`config.mk`:
```
export PLATFORM = sky130hd
export DESIGN_NAME = matrix_display_reader
export DESIGN_NICKNAME = d
export VERILOG_FILES = /design/src/rtl/matrix_calc_pkg.sv /design/src/rtl/dec3_split.sv /design/src/rtl/matrix_display_reader.sv
export SDC_FILE = /design/constraint.sdc
export NUM_CORES = 1
export LEC_CHECK = 0
export ABC_AREA = 1
export BUFFER_PORTS_ARGS = -buffer_cell sky130_fd_sc_hd__buf_4
export CAP_MARGIN = 25
export CELL_PAD_IN_SITES_DETAIL_PLACEMENT = 1
export CELL_PAD_IN_SITES_GLOBAL_PLACEMENT = 1
export CORE_AREA = 2 2 73 128
export DETAILED_ROUTE_END_ITERATION = 10
export DIE_AREA = 0 0 75 130
export GPL_ROUTABILITY_DRIVEN = 0
export PLACE_DENSITY_LB_ADDON = 0.1
export RECOVER_POWER = 100
export SYNTH_ARGS = -nofsm -noshare
export SYNTH_HDL_FRONTEND = slang
export SYNTH_SLANG_ARGS = --single-unit
export TNS_END_PERCENT = 20
```
`constraint.sdc`:
```
create_clock -name clk -period 5.6 [get_ports clk]
set_input_delay 1.12 -clock clk [delete_from_list [all_inputs] [get_ports clk]]
set_output_delay 1.12 -clock clk [all_outputs]
set_load 0.01 [all_outputs]
```
`src/rtl/matrix_calc_pkg.sv`:
```
// Shared constants and state encodings for the matrix storage/display blocks.
package matrix_calc_pkg;

    localparam int MAX_MATRICES = 10;
    localparam int MAX_DIM      = 5;
    localparam int ELEM_W       = 8;
    localparam int DISP_TIMEOUT = 16;

    localparam logic [7:0] ASCII_MINUS = 8'h2D;
    localparam logic [7:0] ASCII_SPACE = 8'h20;
    localparam logic [7:0] ASCII_CR    = 8'h0D;
    localparam logic [7:0] ASCII_LF    = 8'h0A;
    localparam logic [7:0] ASCII_ZERO  = 8'h30;

    typedef enum logic [2:0] {
        DISP_IDLE,
        DISP_REQ,
        DISP_WAIT_META,
        DISP_FETCH,
        DISP_WAIT_DATA,
        DISP_EMIT,
        DISP_SEP,
        DISP_DONE
    } disp_state_t;

endpackage

```
`src/rtl/dec3_split.sv`:
```
// Splits a signed int8 into sign, three decimal digits and the count of significant digits.
module dec3_split
    import matrix_calc_pkg::*;
(
    input  logic [ELEM_W-1:0] value,
    output logic              neg,
    output logic [3:0]        hundreds,
    output logic [3:0]        tens,
    output logic [3:0]        ones,
    output logic [1:0]        digit_count
);

    // One extra bit so that -128 negates to +128 without overflow.
    logic [ELEM_W:0] mag;

    assign neg         = value[ELEM_W-1];
    assign mag         = neg ? (9'd0 - {value[ELEM_W-1], value}) : {1'b0, value};
    assign hundreds    = 4'(mag / 9'd100);
    assign tens        = 4'((mag / 9'd10) % 9'd10);
    assign ones        = 4'(mag % 9'd10);
    assign digit_count = (mag >= 9'd100) ? 2'd3 : ((mag >= 9'd10) ? 2'd2 : 2'd1);

endmodule

```
`src/rtl/matrix_display_reader.sv`:
```
// Fetches one stored matrix element by element and streams it as ASCII decimal text.
module matrix_display_reader
    import matrix_calc_pkg::*;
#(
    parameter int TIMEOUT = DISP_TIMEOUT
) (
    input  logic              clk,
    input  logic              rst,
    input  logic              disp_req,
    input  logic [3:0]        disp_id,
    input  logic [2:0]        disp_m,
    input  logic [2:0]        disp_n,
    output logic              busy,
    output logic              done,
    output logic              err,
    output logic              start_disp,
    output logic [3:0]        matrix_id_sel,
    output logic              read_en,
    input  logic              meta_info_valid,
    input  logic              matrix_data_valid,
    input  logic [ELEM_W-1:0] data_in,
    input  logic              stor_error,
    output logic [7:0]        tx_data,
    output logic              tx_valid,
    input  logic              tx_ready
);

    disp_state_t       state_reg, state_next;
    logic [3:0]        id_reg, id_next;
    logic [2:0]        m_reg, m_next, n_reg, n_next;
    logic [2:0]        row_reg, row_next, col_reg, col_next;
    logic [ELEM_W-1:0] data_reg, data_next;
    logic [1:0]        char_idx_reg, char_idx_next;
    logic              sep_idx_reg, sep_idx_next;
    logic [7:0]        timer_reg, timer_next;
    logic              err_reg, err_next;

    logic       neg;
    logic [3:0] hundreds, tens, ones;
    logic [1:0] digit_count;
    logic [3:0] digit [3];
    logic [7:0] fmt_byte [4];
    logic [2:0] elem_len;
    logic [1:0] last_char;
    logic       req_bad, last_col, last_row, timed_out;

    dec3_split u_split (
        .value       (data_reg),
        .neg         (neg),
        .hundreds    (hundreds),
        .tens        (tens),
        .ones        (ones),
        .digit_count (digit_count)
    );

    assign digit[0]  = hundreds;
    assign digit[1]  = tens;
    assign digit[2]  = ones;
    assign elem_len  = {2'b00, neg} + {1'b0, digit_count};
    assign last_char = 2'(elem_len - 3'd1);

    // Character slot gi maps onto a digit position once the sign and leading zeros are skipped.
    genvar gi;
    generate
        for (gi = 0; gi < 4; gi++) begin : g_fmt
            logic [2:0] pos;
            assign pos = 3'(gi) + 3'd3 - {1'b0, digit_count} - {2'b00, neg};
            assign fmt_byte[gi] = ((gi == 0) && neg) ? ASCII_MINUS :
                                  (pos < 3'd3) ? (ASCII_ZERO + {4'd0, digit[pos[1:0]]}) :
                                  ASCII_ZERO;
        end
    endgenerate

    assign req_bad   = (int'(disp_id) >= MAX_MATRICES) ||
                       (disp_m == 3'd0) || (int'(disp_m) > MAX_DIM) ||
                       (disp_n == 3'd0) || (int'(disp_n) > MAX_DIM);
    assign last_col  = (col_reg == n_reg - 3'd1);
    assign last_row  = (row_reg == m_reg - 3'd1);
    assign timed_out = (timer_reg == 8'(TIMEOUT - 1));

    assign matrix_id_sel = id_reg;
    assign err           = err_reg;

    always_ff @(posedge clk) begin
        if (rst) begin
            state_reg    <= DISP_IDLE;
            id_reg       <= '0;
            m_reg        <= '0;
            n_reg        <= '0;
            row_reg      <= '0;
            col_reg      <= '0;
            data_reg     <= '0;
            char_idx_reg <= '0;
            sep_idx_reg  <= 1'b0;
            timer_reg    <= '0;
            err_reg      <= 1'b0;
        end else begin
            state_reg    <= state_next;
            id_reg       <= id_next;
            m_reg        <= m_next;
            n_reg        <= n_next;
            row_reg      <= row_next;
            col_reg      <= col_next;
            data_reg     <= data_next;
            char_idx_reg <= char_idx_next;
            sep_idx_reg  <= sep_idx_next;
            timer_reg    <= timer_next;
            err_reg      <= err_next;
        end
    end

    always_comb begin
        state_next    = state_reg;
        id_next       = id_reg;
        m_next        = m_reg;
        n_next        = n_reg;
        row_next      = row_reg;
        col_next      = col_reg;
        data_next     = data_reg;
        char_idx_next = char_idx_reg;
        sep_idx_next  = sep_idx_reg;
        timer_next    = timer_reg;
        err_next      = 1'b0;
        busy          = (state_reg != DISP_IDLE) && (state_reg != DISP_DONE);
        done          = (state_reg == DISP_DONE);
        start_disp    = 1'b0;
        read_en       = 1'b0;
        tx_valid      = 1'b0;
        tx_data       = '0;

        case (state_reg)
            DISP_IDLE: begin
                if (disp_req) begin
                    id_next = disp_id;
                    m_next  = disp_m;
                    n_next  = disp_n;
                    if (req_bad) err_next = 1'b1;
                    else         state_next = DISP_REQ;
                end
            end
            DISP_REQ: begin
                start_disp = 1'b1;
                timer_next = '0;
                row_next   = '0;
                col_next   = '0;
                state_next = DISP_WAIT_META;
            end
            DISP_WAIT_META: begin
                timer_next = timer_reg + 8'd1;
                if (stor_error || (!meta_info_valid && timed_out)) begin
                    err_next   = 1'b1;
                    state_next = DISP_IDLE;
                end else if (meta_info_valid) begin
                    state_next = DISP_FETCH;
                end
            end
            DISP_FETCH: begin
                read_en    = 1'b1;
                timer_next = '0;
                state_next = DISP_WAIT_DATA;
            end
            DISP_WAIT_DATA: begin
                timer_next = timer_reg + 8'd1;
                if (stor_error || (!matrix_data_valid && timed_out)) begin
                    err_next   = 1'b1;
                    state_next = DISP_IDLE;
                end else if (matrix_data_valid) begin
                    data_next     = data_in;
                    char_idx_next = '0;
                    state_next    = DISP_EMIT;
                end
            end
            DISP_EMIT: begin
                tx_valid = 1'b1;
                tx_data  = fmt_byte[char_idx_reg];
                if (tx_ready) begin
                    if (char_idx_reg == last_char) begin
                        sep_idx_next = 1'b0;
                        state_next   = DISP_SEP;
                    end else begin
                        char_idx_next = char_idx_reg + 2'd1;
                    end
                end
            end
            DISP_SEP: begin
                tx_valid = 1'b1;
                if (!last_col) tx_data = ASCII_SPACE;
                else           tx_data = sep_idx_reg ? ASCII_LF : ASCII_CR;
                if (tx_ready) begin
                    if (!last_col) begin
                        col_next   = col_reg + 3'd1;
                        state_next = DISP_FETCH;
                    end else if (!sep_idx_reg) begin
                        sep_idx_next = 1'b1;
                    end else if (last_row) begin
                        state_next = DISP_DONE;
                    end else begin
                        row_next   = row_reg + 3'd1;
                        col_next   = '0;
                        state_next = DISP_FETCH;
                    end
                end
            end
            DISP_DONE: state_next = DISP_IDLE;
            default:   state_next = DISP_IDLE;
        endcase
    end

endmodule

```
==> reports/metrics.yaml, run 1 <==
cts_inserted_buffers: 5
critPathSlowestCell: "dfxtp_4"
fin_skew_ps: 3.68
final_setup_violations: 0
grt_max_degree: 21
synthesized_flop_and_latch_total: 39
setup.worst_path.end_class: "output port"
fin_worst_hold_slack_ps: 472
synth_area_leaders: "dfxtp_1 22%, nand2_1 14%, inv_1 8.4%"
ctsLongestPathBuffers: 2
whs_path_depth: 2
finalHoldViolations: 0
vdd_drop_max_v: 0.000207
min-delay-path-class: "flip-flop to flip-flop"
drt_antenna_net_count: 0
max_cap_violations: 0
finish.utilization_pct: 50.4
combined_buffer_and_inverter_count_along_the_critical_path: 6
timing_worst_setup_path_type: "flip-flop to output port"
syn-mean-instance-area_sq_um: 6.14
post-dp-hpwl_microns: 9060
cts_tree: "done"
critPathMaxFanout: 6
antenna_found_initial: 0
worst_path_largest_cell_delay_ps: 370
leakagePower_nw: 2.13
synth-seq-area-share_pct: 22.3
route.detailed.drc: 0
grt-ovfl-total: 0
insertedDiodeCount: 0
timing_max_transition_violations_final: 0
synth_top_area_share_pct: 22.3
starting_density_pct: 39.7
routed-via-count: 3909
port-buffer-count: 40
p_total_mw: 1.69
via_cell_ratio: 5.21
design.die.area_sq_um: 9750
design.portCount: 43
synth-async-reset-ratio_pct: 0
final_min_period_over_clock_period_pct: 95.7
yosys.cell_types.count: 49
wire_length_of_the_first_global_routing_pass_microns: 18200
synth_enable_flop_cells: 0
core-area_sq_um: 8810
layout_cells_sized_above_1_pct: 23.9
post_synth_inst_count: 570
synth.yosys.warnings: 0
timing.final.crit_period_ps: 5360
fin_nets: 673
cts.clk_slew.worst_paths_ps: 60
crit_family: "simple AND/OR/NAND/NOR gates"
groute.usage.overall_pct: 23.9
synth.cell_area_sq_um: 3500
tightestPinTransition_ps: 1050
data_required_time_of_the_worst_path_ps: 4480
fmax_ghz: 0.187
place_area_sq_um: 3910
maxSlewHeadroom_pct: 29.8
power_density_nw_per_um2: 381
top_cell_type_by_total_area_after_synthesis: "dfxtp_1"
vias_in_the_first_global_route: 3990
wirelength_microns: 11600
outcome: "complete, no violations"
synth-main-ff-cell: "dfxtp_1"
avgRoutedWirePerCell_microns: 15.4
synthTopCellsByCount: "134 x nand2_1, 78 x inv_1, 56 x nor2_1, 54 x nand3_1, 45 x a21oi_1"
drt-initial-drc-count: 146
ff2ff_path_depth: 19
firstDrtPassIters: 4
clock_tree.htree_level_count: 2
die_x_microns: 75
crit_path_start_kind: "flip-flop"
critical_path_cell_count: 38
final_design_area_no_fill_sq_um: 4440
clkSinkCount: 39
layout-area-overhead-vs-synth_pct: 26.9
row_count: 46
worst-endpoint-arrival_ps: 4240
most_numerous_cell_in_the_yosys_netlist: "nand2_1"
clockRootBuffer: "clkbuf_16"
clock_latency_ps: 280
path_common_cell: "nand2_4"
die_height_microns: 130
cts_hold_repair.buffers: 0
## area by class of cell
cell class | count | area [sq um]
Fill cell | 1210 | 4370
Multi-Input combinational cell | 428 | 2520
Sequential cell | 39 | 791
Timing Repair Buffer | 67 | 462
Inverter | 89 | 342
Tap cell | 120 | 150
Clock buffer | 6 | 139
Clock inverter | 2 | 38.8
## cell usage in the layout (no fill, tap or decap), drive strengths merged
| cell | count |
|---|---|
| conb | 2 |
| a311oi | 2 |
| a211oi | 3 |
| and3 | 1 |
| or2 | 1 |
| ha | 18 |
| a22oi | 3 |
| buf | 54 |
| nor3 | 8 |
| o22ai | 2 |
| a21oi | 48 |
| bufinv | 1 |
| o211ai | 3 |
| nand3b | 1 |
| xor2 | 5 |
| nand2 | 158 |
| dfxtp | 39 |
| o21ai | 33 |
| and2 | 1 |
| o221ai | 1 |
| o2111ai | 1 |
| nand3 | 58 |
| o21bai | 1 |
| xnor2 | 4 |
| o31ai | 1 |
| clkbuf | 19 |
| a221oi | 3 |
| a2111oi | 1 |
| a21boi | 1 |
| nand4 | 4 |
| inv | 90 |
| a31oi | 1 |
| nor2 | 59 |
| nor4 | 4 |
## what timing repair did
action                     in CTS  in global routing
resized for setup               9                 48
pin swaps                       3                 18
hold endpoints to repair        0                  0
setup endpoints to repair       4                  4
buffers inserted                2                 22
## cell families after synthesis
family | Yosys count | synth area share [%]
flip-flops | 39 | 22.3
other | 1 | 0.107
adder cells (fa/ha/maj) | 18 | 6.44
XOR/XNOR | 9 | 2.47
AND/OR/NAND/NOR | 295 | 39.7
buffers and inverters | 104 | 11.6
AO/OA/AOI/OAI | 104 | 17.3
## routing by layer
layer / global-route usage, % / vias to the layer above / wire length, microns
met5: 0 / - / 0
met4: 10.5 / 0 / 481
met3: 2.55 / 33 / 239
li1: - / 1967 / -
met1: 21.8 / 1840 / 3960
met2: 49.4 / 69 / 6920
## where the power goes
group,leakage [nW],internal (mW),switching (mW)
Sequential,0.320,0.322,0.0500
Clock,0.0875,0.224,0.118
Combinational,1.72,0.345,0.636
Total,2.13,0.890,0.804
## final timing paths
kind	start	end	slack [ps]
setup / recovery	data_reg[1]	tx_data[1]	240
hold / removal	matrix_id_sel[1]	matrix_id_sel[1]	470
setup reg to reg	data_reg[0]	state_reg[2]	1560
hold reg to reg	matrix_id_sel[1]	matrix_id_sel[1]	470
## worst min-delay path: stages, from the launching register on
cell     delay, ps
dfxtp_1        310
nand2_1         60
a21oi_1         60
## metrics by stage
step                      worst slack, ps  TNS, ps  instances
after floorplan                       820        0        571
after global placement                159        0        719
final                                 238        0        751
after detailed placement              114        0        719
after global routing                 -105     -380        751
after CTS                            16.3        0        729
(Power assumes the default switching activity.)
==> inputs of run 2 (changes only) <==
- CORE_AREA: 2 2 73 128 -> 2 2 77 135
- DIE_AREA: 0 0 75 130 -> 0 0 79 137
- SYNTH_HIERARCHICAL: unset -> 1
==> run 2 against run 1 <==
Register-to-register slack lost 60 ps. Final cell count increased by 8.1%. Clock-buffer cell count fell by 1. Clock power hardly changed. Largest power group unchanged. Worst setup slack worse by 50 ps. Highest routed layer unchanged. Synthesized area grew 17%. Combinational power is 20% lower. Critical path depth is 4 lower.
==> reports/metrics.yaml, run 2 <==
outcome: "complete, no violations"
data_required_time_of_the_worst_path_ps: 4480  # about the same
worst_path_largest_cell_delay_ps: 350  # -20 ps
critPathMaxFanout: 4  # -2
synthesized_flop_and_latch_total: 39  # unchanged
ctsLongestPathBuffers: 2  # unchanged
route.detailed.drc: 0  # unchanged
internal_power_mw: 0.812  # -8.8%
p_comb_share_pct: 52.0  # -5.9 points
cts_hold_repair.buffers: 0  # unchanged
path_common_cell: "nand2_4"
crit_path_start_kind: "flip-flop"
clock_latency_ps: 290  # about the same
top_cell_type_by_total_area_after_synthesis: "dfxtp_1"
via_cell_ratio: 5.30  # +1.8%
layout.cells.non_filler: 812  # +8.1%
fin_skew_ps: 7.22  # +3.53 ps
post_synth_inst_count: 632  # +11%
firstDrtPassIters: 4  # unchanged
avgRoutedWirePerCell_microns: 16.5  # +6.9%
leakagePower_nw: 2.39  # +12%
drt_antenna_net_count: 0  # unchanged
synth-seq-area-share_pct: 19.0  # -3.3 points
groute.usage.overall_pct: 24.7  # +0.72 points
numPlacedInstances: 790  # +9.9%
power_density_nw_per_um2: 300  # -21%
power.share.switching_pct: 45.9  # -1.5 points
routed-via-count: 4302  # +10%
design.die.area_sq_um: 10800  # +11%
synth_area_leaders: "dfxtp_1 19%, nand2_1 13%, inv_1 7.3%"
synthTopCellsByCount: "142 x nand2_1, 80 x inv_1, 59 x nor2_1, 49 x o21ai_0, 44 x nand3_1"
layout-area-overhead-vs-synth_pct: 21.7
syn-mean-instance-area_sq_um: 6.50  # +5.9%
synth.cell_area_sq_um: 4110  # +17%
synth_enable_flop_cells: 0  # unchanged
clockRootBuffer: "clkbuf_16"
final_setup_violations: 0  # unchanged
finish.utilization_pct: 51.4  # +0.94 points
clock_tree.htree_level_count: 2  # unchanged
port-buffer-count: 40  # unchanged
clkSinkCount: 39  # unchanged
final_min_period_over_clock_period_pct: 96.6  # +0.89 points
wire_length_of_the_first_global_routing_pass_microns: 21100  # +16%
worst-endpoint-arrival_ps: 4290  # +50 ps
p_total_mw: 1.50  # -11%
fin_worst_hold_slack_ps: 477  # +5.39 ps
grt_max_degree: 31  # +48%
timing_max_transition_violations_final: 0  # unchanged
placement.setup.worst_slack_ps: 37.4  # -77.1 ps
design.portCount: 43  # unchanged
yosys.cell_types.count: 54  # +10%
die_height_microns: 137  # +5.4%
power.share.sequential_pct: 25.3  # +3.3 points
min-delay-path-class: "flip-flop to flip-flop"
cts_tree: "done"
drt-initial-drc-count: 88  # -40%
grt-ovfl-total: 0  # unchanged
row_count: 48  # +4.3%
post-dp-hpwl_microns: 10600  # +17%
finalHoldViolations: 0  # unchanged
cts.clk_slew.worst_paths_ps: 60  # about the same
synth_top_area_share_pct: 19.0  # -3.3 points
critPathSlowestCell: "dfxtp_2"
tightestPinTransition_ps: 823  # -230 ps
synth.yosys.warnings: 6  # +6
final_cell_mix: "142 x nand2_1, 73 x inv_1, 58 x nor2_1"
switchingPower_mw: 0.689  # -14%
wirelength_microns: 13400  # +16%
mostFrequentLayoutCell: "nand2_1"
maxSlewHeadroom_pct: 45.0  # +15 points
final.setup.worst_slack_ps: 188  # -50.0 ps
fin_nets: 733  # +8.9%
core-area_sq_um: 9730  # +10%
fmax_ghz: 0.185  # -0.92%
vdd_drop_max_v: 0.000297  # +44%
die_x_microns: 79  # +5.3%
pwr-share-clk_pct: 22.7  # +2.5 points
max_cap_violations: 0  # unchanged
antenna_found_initial: 0  # unchanged
layout_cells_sized_above_1_pct: 27.5  # +3.6 points
starting_density_pct: 42.2  # +2.5 points
synth-async-reset-ratio_pct: 0  # unchanged
most_numerous_cell_in_the_yosys_netlist: "nand2_1"
timing.final.crit_period_ps: 5410  # +50.0 ps
cts_inserted_buffers: 5  # unchanged
synth-main-ff-cell: "dfxtp_1"
setup.worst_path.end_class: "output port"
timing_worst_setup_path_type: "flip-flop to output port"
insertedDiodeCount: 0  # unchanged
vias_in_the_first_global_route: 4561  # +14%
==> run 2: cell types whose count changed after synthesis, moves of 6 or more <==
cell,delta
nand2_4,+7
nand3_1,-10
a21oi_1,-10
nand2_1,+8
nand4_1,+8
or2_2,+6
o21ai_0,+24
==> run 2: kinds of logic (layout without fill, tap and decap cells) <==
group | Yosys count | after routing | share of synthesized area [%]
AO/OA/AOI/OAI | 112 | 112 | 16.4
XOR/XNOR | 8 | 8 | 1.89
adder cells (fa/ha/maj) | 22 | 22 | 6.70
buffers and inverters | 112 | 165 | 11.6
flip-flops | 39 | 39 | 19.0
other | 2 | 4 | 0.183
AND/OR/NAND/NOR | 337 | 337 | 44.2
==> run 2: final cells by class <==
| cell class | instances | area [sq um] |
|---|---|---|
| tap | 125 | 156 |
| sequential | 39 | 788 |
| timing repair buffer | 63 | 440 |
| clock inverter | 3 | 47.5 |
| inverter | 94 | 373 |
| clock buffer | 5 | 125 |
| multi-input combinational | 483 | 3070 |
| fill | 1325 | 4730 |
==> run 2: timing repair <==
action	4_1_cts	5_1_grt
endpoints found under the setup margin	4	4
pin swaps	6	24
resized for setup	19	53
buffers inserted	2	12
==> run 2: critical path, delay by kind of cell (launching register included) <==
kind                       cells  cell delay, ps
DFF                            1             350
buffers and inverters          5             470
and+or+nand+nor               22            2140
AOI/OAI and AO/OA              5             680
adders and majority gates      2             340
==> run 2: metal layers <==
| metal | track usage, % | up-vias | share of wire [%] |
|---|---|---|---|
| li1 | - | 2142 | - |
| met1 | 21.6 | 2042 | 33 |
| met2 | 52.7 | 75 | 60 |
| met3 | 1.78 | 43 | 1.5 |
| met4 | 12.8 | 0 | 5.6 |
| met5 | 0 | - | 0 |
==> run 2: power groups by stage <==
| stage | registers [mW] | clock network [mW] | logic (mW) |
|---|---|---|---|
| 6_report | 0.380 | 0.341 | 0.780 |
| 2_1_floorplan | 0.369 | 0 | 0.566 |
| 3_5_place_dp | 0.384 | 0 | 0.758 |
| 3_3_place_gp | 0.382 | 0 | 0.731 |
| 4_1_cts | 0.380 | 0.347 | 0.776 |
| 5_1_grt | 0.387 | 0.357 | 0.875 |
==> run 2: per-stage QoR <==
step / instance area [sq um] / setup TNS [ps]
finish: 5000 / 0
floorplan: 4120 / 0
global placement: 4530 / 0
detailed placement: 4530 / 0
global route: 5000 / -155
CTS: 4770 / 0
==> run 2: final timing paths <==
path | start | end | slack, ps | cells past startpoint
setup / recovery | data_reg[1] | tx_data[1] | 190 | 34
hold / removal | m_reg[1] | m_reg[1] | 480 | 2
setup reg to reg | data_reg[1] | state_reg[1] | 1500 | 22
hold reg to reg | m_reg[1] | m_reg[1] | 480 | 2
